`src/rtl/kred_mult_pipe.sv`:
```
// rtl/kred_mult_pipe.sv - four-stage Barrett modular multiplier (a*b) mod Q with valid/ready and tag
// Optional build macro: KRED_MULT_RANGE_CHECK_EN (flags operands >= Q on out_err)
module kred_mult_pipe #(
   parameter int              W     = 12,
   parameter int unsigned     Q     = 3329,
   parameter int              K     = 2 * W,
   parameter longint unsigned M     = (64'd1 << K) / Q,
   parameter int              TAG_W = 8
) (
   input  logic             clk,
   input  logic             rst_n,
   input  logic             in_valid,
   output logic             in_ready,
   input  logic [W-1:0]     a,
   input  logic [W-1:0]     b,
   input  logic [TAG_W-1:0] in_tag,
   output logic             out_valid,
   input  logic             out_ready,
   output logic [W-1:0]     c_mod_q,
   output logic [TAG_W-1:0] out_tag,
   output logic             out_err
);

   // p is 2W bits wide, p*M needs 2W+K bits, and the uncorrected
   // remainder is below 3Q so W+2 bits hold it.
   localparam int PW = 2 * W;
   localparam int MW = PW + K;
   localparam int RW = W + 2;

   logic             v1, v2, v3, v4;
   logic [W-1:0]     a1, b1;
   logic [TAG_W-1:0] tag1, tag2, tag3;
   logic             err1, err2, err3, err4;
   logic [PW-1:0]    p2;
   logic [RW-1:0]    r0_3;
   logic             err_in;
   logic             adv;

   logic [MW-1:0]    pm;
   logic [PW-1:0]    t_est;
   logic [PW-1:0]    tq;
   logic [RW-1:0]    r0_next;
   logic [RW-1:0]    r1;
   logic [RW-1:0]    r2;

   // The whole pipe moves together; only a held output blocks it.
   assign adv       = !(v4 && !out_ready);
   assign in_ready  = adv;
   assign out_valid = v4;
   assign out_err   = err4;

`ifdef KRED_MULT_RANGE_CHECK_EN
   assign err_in = (a >= W'(Q)) || (b >= W'(Q));
`else
   assign err_in = 1'b0;
`endif

   // S1: capture operands, tag and range flag
   always_ff @(posedge clk or negedge rst_n) begin
      if (!rst_n) begin
         v1   <= 1'b0;
         a1   <= '0;
         b1   <= '0;
         tag1 <= '0;
         err1 <= 1'b0;
      end else if (adv) begin
         v1   <= in_valid;
         a1   <= a;
         b1   <= b;
         tag1 <= in_tag;
         err1 <= err_in;
      end
   end

   // S2: full-width product
   always_ff @(posedge clk or negedge rst_n) begin
      if (!rst_n) begin
         v2   <= 1'b0;
         p2   <= '0;
         tag2 <= '0;
         err2 <= 1'b0;
      end else if (adv) begin
         v2   <= v1;
         p2   <= PW'(a1) * PW'(b1);
         tag2 <= tag1;
         err2 <= err1;
      end
   end

   // Barrett quotient estimate and uncorrected remainder (estimate may be low by up to 2)
   always_comb begin
      pm      = MW'(p2) * MW'(M);
      t_est   = PW'(pm >> K);
      tq      = t_est * PW'(Q);
      r0_next = RW'(p2 - tq);
   end

   // S3: register uncorrected remainder
   always_ff @(posedge clk or negedge rst_n) begin
      if (!rst_n) begin
         v3   <= 1'b0;
         r0_3 <= '0;
         tag3 <= '0;
         err3 <= 1'b0;
      end else if (adv) begin
         v3   <= v2;
         r0_3 <= r0_next;
         tag3 <= tag2;
         err3 <= err2;
      end
   end

   // Two conditional subtractions bring the remainder into [0, Q-1]
   always_comb begin
      r1 = (r0_3 >= RW'(Q)) ? r0_3 - RW'(Q) : r0_3;
      r2 = (r1 >= RW'(Q)) ? r1 - RW'(Q) : r1;
   end

   // S4: output register, held while downstream stalls
   always_ff @(posedge clk or negedge rst_n) begin
      if (!rst_n) begin
         v4      <= 1'b0;
         c_mod_q <= '0;
         out_tag <= '0;
         err4    <= 1'b0;
      end else if (adv) begin
         v4      <= v3;
         c_mod_q <= W'(r2);
         out_tag <= tag3;
         err4    <= err3;
      end
   end

endmodule

```
`config.mk`:
```
export PLATFORM = sky130hd
export DESIGN_NAME = kred_mult_pipe
export DESIGN_NICKNAME = d
export VERILOG_FILES = /design/src/rtl/kred_mult_pipe.sv
export SDC_FILE = /design/constraint.sdc
export NUM_CORES = 1
export LEC_CHECK = 0
export ABC_AREA = 1
export CAP_MARGIN = 20
export CORE_MARGIN = 5
export CORE_UTILIZATION = 50
export CTS_BUF_LIST = sky130_fd_sc_hd__clkbuf_16
export DETAILED_ROUTE_END_ITERATION = 10
export PLACE_DENSITY = 0.75
export SYNTH_ARGS = -nofsm -noshare
export SYNTH_HDL_FRONTEND = slang
export SYNTH_SLANG_ARGS = --single-unit
```
`constraint.sdc`:
```
create_clock -name clk -period 9.35 [get_ports clk]
set_input_delay 0.935 -clock clk [delete_from_list [all_inputs] [get_ports clk]]
set_output_delay 0.935 -clock clk [all_outputs]
set_load 0.02 [all_outputs]
```
==> results <==
- The run finished with clean final reports.
- Max-cap violations in this run came to 0.
- The buffers plus inverters on the worst setup path is 8.
- CTS saw 110 sinks.
- The die is 194 um wide.
- Global routing finished with a remaining overflow of 0.
- For this configuration, the core starts out at a cell density of 50.5%.
- For this design the top-level I/O count stands at 59.
- The library cell appearing most often on the critical path is sky130_fd_sc_hd__nand2_1.
- The worst hold path belongs to the class flop to flop.
- After synthesis the netlist holds a flip-flop and latch count of 110.
- The number of vias per cell after detailed routing is 5.16.
- The number of clock buffers added by TritonCTS is 9.
- TritonCTS built the clock tree.
- In this run the deepest clock path goes through 2 buffers.
- The data required time of the critical path is 9.63 ns.
- Derived from the worst setup path, the maximum achievable clock frequency is 0.115 GHz.
- Of the cells placed in the final design, the portion with a size suffix greater than 1 is 3.33%.
- The clock latency on the worst-skew pair is 0.37 ns.
- The final number of max-transition violations is 0.
- The first-pass GRT wire length is 66000 um.
- The number of antenna violations at the first check in global routing is 0.
- The minimum clock period after layout is 8.66 ns.
- The layout-stage area growth over the synthesis result is 7.38%.
- Setup violations remaining at the end of the flow were counted as 0.
- The cell area after synthesis is 16900 um2.
- In this run the tightest slew margin relative to its limit is 33.9%.
- After technology mapping, the gate count stands at 2111.
- The count of synthesis-stage warnings from yosys is 0.
- The final number of hold-violating endpoints is 0.
- The number of global-route vias before repair was 13900.
- In this run the remaining antenna-violating nets after routing total 0.
- The setup clock skew after layout is 0.00895 ns.
- Counting the fill cells in the layout gives 3082.
- After layout, the worst path uses 92.6% of the clock period.
- The H-tree was split into 3 levels.
- The kind of end point of the critical path is a flop.
- Synthesis produced a netlist with a net count of 2608.
- The sum of net half-perimeters after detailed placement is 31800 um.
- The largest incremental delay on the critical path is 0.59 ns.
- The maximum number of pins on one net before global-route repair is 98.
- Registers take 2750 um2.
- In the routed design, unresolved DRC markers number 0.
- Setup repair after global routing left no endpoint under its margin.
- The final layout contains 2627 nets.
- Averaged over all synthesized cells, the footprint is 7.99 um2.
- Summed over all layers, the routed wires come to 38000 um.
- For the final routed database, the setup TNS stands at 0 ns.
- The endpoint arrival time on the critical path is 8.95 ns.
- The number of port buffers is 57.
- After floorplanning, the core was sized to cover 33400 um2.
- In this run the post-CTS setup repair buffer count came out at 0.
- The routed length per placed instance is 14.7 um.
- For the pin with the worst max-slew slack, the measured transition is 0.992 ns.
- The post-synthesis cell type count is 43.
- The slowest stage of the critical path belongs to the cell sky130_fd_sc_hd__fa_1.
- The number of antenna diodes in the final layout is 0.
- The congestion estimate from routability-driven global placement came to 0.925.
- The die area is 37500 um2.
- Row generation in the floorplan step produced 67 rows.
- Before antenna repair, the detailed router went through 6 iterations.
- Hold repair after CTS inserted 0 buffers.
- Of all nets on the critical path, the largest fanout is 6.
- Summing all multi-input logic gate instances after layout gives 12200 um2.
- The critical path in this run is classified as flop to flop.
- STA classifies the critical path startpoint as a flop.
- The clock input transition at the sequential cells of the worst setup and hold paths is 0.09 ns.
- The post-CTS resize count is 0.
- The family with the most delay on the worst path is adder cells.
- The number of DRC markers in iteration 0 is 771.
- Across all layers, the routed design uses 13300 vias.
- The die is 194 um tall.
- Of the synthesized area, sequential elements account for 16.3%.
- In the global route stage, overall resource usage came out at 20.7%.
- The root cell of the clock tree is sky130_fd_sc_hd__clkbuf_16.
[state kept, by name, summed over array words and instances, names as in the netlist, 8 cells and up]
name and cells:
a1 12, c_mod_q 12, p2 24, b1 12, r0_3 14, out_tag 8
tag2 8, tag1 8, tag3 8
[cells by family (layout without fill, tap and decap cells)]
family	count (synthesis)	after routing	share of synthesized area (%)
AOI/OAI and AO/OA	185	185	6.14
adders and majority gates	461	461	44.6
xor gates and xnor gates	37	37	1.92
and+or+nand+nor	807	807	19.4
other	1	1	0.0222
buffers and inverters	510	534	11.6
DFF	110	110	16.3
[layer usage]
layer  global-route usage, %  wire length [um]
met2                    37.1             19400
met4                    4.01               509
met5                       0                 0
met3                    2.19              1130
met1                    27.6             17100
[area by class of cell]
type,count,area share (%)
clock buffers,9,1.24
multi-input cells,1491,67.2
repair buffers,60,3.26
flip-flops and latches,110,15.2
inverters,458,9.49
well taps,448,3.09
clock inverters,7,0.504
[cell usage in the layout (no fill, tap or decap), types with 7 or more instances in the layout]
| cell | count |
|---|---|
| sky130_fd_sc_hd__a21oi_1 | 62 |
| sky130_fd_sc_hd__clkbuf_16 | 9 |
| sky130_fd_sc_hd__clkdlybuf4s50_1 | 56 |
| sky130_fd_sc_hd__dfrtp_1 | 109 |
| sky130_fd_sc_hd__fa_1 | 235 |
| sky130_fd_sc_hd__ha_1 | 226 |
| sky130_fd_sc_hd__inv_1 | 450 |
| sky130_fd_sc_hd__inv_2 | 7 |
| sky130_fd_sc_hd__nand2_1 | 601 |
| sky130_fd_sc_hd__nand2_2 | 16 |
| sky130_fd_sc_hd__nand3_1 | 71 |
| sky130_fd_sc_hd__nand4_1 | 10 |
| sky130_fd_sc_hd__nor2_1 | 76 |
| sky130_fd_sc_hd__nor3_1 | 12 |
| sky130_fd_sc_hd__o21ai_0 | 77 |
| sky130_fd_sc_hd__or2_2 | 8 |
| sky130_fd_sc_hd__xnor2_1 | 12 |
| sky130_fd_sc_hd__xor2_1 | 25 |
[cells in the mapped netlist]
master | instances | area, um2
sky130_fd_sc_hd__o21ai_1 | 2 | 10.0
sky130_fd_sc_hd__o211ai_1 | 5 | 37.5
sky130_fd_sc_hd__a21o_1 | 5 | 37.5
sky130_fd_sc_hd__buf_1 | 2 | 7.51
sky130_fd_sc_hd__o31ai_1 | 4 | 30.0
sky130_fd_sc_hd__xnor2_1 | 12 | 105
sky130_fd_sc_hd__nand2_2 | 16 | 100
sky130_fd_sc_hd__nand3_2 | 2 | 20.0
sky130_fd_sc_hd__inv_2 | 7 | 26.3
sky130_fd_sc_hd__a211oi_1 | 1 | 7.51
sky130_fd_sc_hd__o21ai_0 | 77 | 385
sky130_fd_sc_hd__ha_1 | 226 | 2830
sky130_fd_sc_hd__buf_6 | 4 | 45.0
sky130_fd_sc_hd__clkinv_1 | 1 | 3.75
sky130_fd_sc_hd__conb_1 | 1 | 3.75
sky130_fd_sc_hd__a2111oi_0 | 1 | 8.76
sky130_fd_sc_hd__fa_1 | 235 | 4700
sky130_fd_sc_hd__nand2_1 | 601 | 2260
sky130_fd_sc_hd__o21a_1 | 1 | 7.51
sky130_fd_sc_hd__dfrtp_1 | 110 | 2750
sky130_fd_sc_hd__nor2_1 | 77 | 289
sky130_fd_sc_hd__nand4_1 | 10 | 62.6
sky130_fd_sc_hd__nand3_1 | 71 | 355
sky130_fd_sc_hd__o2111ai_1 | 2 | 17.5
sky130_fd_sc_hd__buf_2 | 3 | 15.0
sky130_fd_sc_hd__o21ai_2 | 5 | 43.8
sky130_fd_sc_hd__a21oi_1 | 62 | 310
sky130_fd_sc_hd__a31oi_1 | 5 | 31.3
sky130_fd_sc_hd__o22ai_1 | 5 | 31.3
sky130_fd_sc_hd__nor2_2 | 5 | 31.3
sky130_fd_sc_hd__nor3_1 | 12 | 60.1
sky130_fd_sc_hd__nand3b_1 | 1 | 7.51
sky130_fd_sc_hd__nor2_4 | 3 | 33.8
sky130_fd_sc_hd__a21boi_0 | 3 | 22.5
sky130_fd_sc_hd__inv_1 | 450 | 1690
sky130_fd_sc_hd__or2_2 | 8 | 50.1
sky130_fd_sc_hd__xor2_1 | 25 | 219
sky130_fd_sc_hd__clkbuf_1 | 42 | 158
sky130_fd_sc_hd__o221ai_1 | 1 | 8.76
sky130_fd_sc_hd__nand2_4 | 1 | 11.3
sky130_fd_sc_hd__buf_4 | 1 | 7.51
sky130_fd_sc_hd__o21bai_1 | 5 | 37.5
sky130_fd_sc_hd__a21oi_2 | 1 | 8.76
[final timing paths]
check                      startpoint         to  slack [ns]  depth (start not counted)
max in group asynchronous       rst_n    r0_3[4]        7.45                          2
hold / removal                     v3  out_valid        0.46                          2
setup / recovery               p2[22]   r0_3[10]        0.69                         41
hold reg to reg                    v3  out_valid        0.46                          2
setup reg to reg               p2[22]   r0_3[10]        0.69                         41
min in group asynchronous       rst_n      b1[7]        0.59                          1
[worst register-to-register path: cells and delay by family (launching register included)]
kind	cells	cell delay, ns
adder cells (fa/ha/maj)	11	4.50
buffers and inverters	8	0.71
AND/OR/NAND/NOR	16	1.76
AO/OA/AOI/OAI	5	0.77
XOR/XNOR	1	0.32
flip-flops	1	0.52
[metrics by stage]
step           instances  utilization [%]  hold slack (ns)  worst slack (ns)  cell area (um2)
2_1_floorplan       2111                -            0.420              1.58            16900
3_3_place_gp        2567             53.2            0.442             0.882            17800
3_5_place_dp        2567             53.2            0.440             0.741            17800
4_1_cts             2583             54.2            0.463             0.684            18100
5_1_grt             2583             54.2            0.491           0.00392            18100
6_report            2583             54.2            0.458             0.688            18100
Power is left out: the tool's default activity adds up to more than one toggle a clock period on the data nets, which glitch-free logic cannot reach.
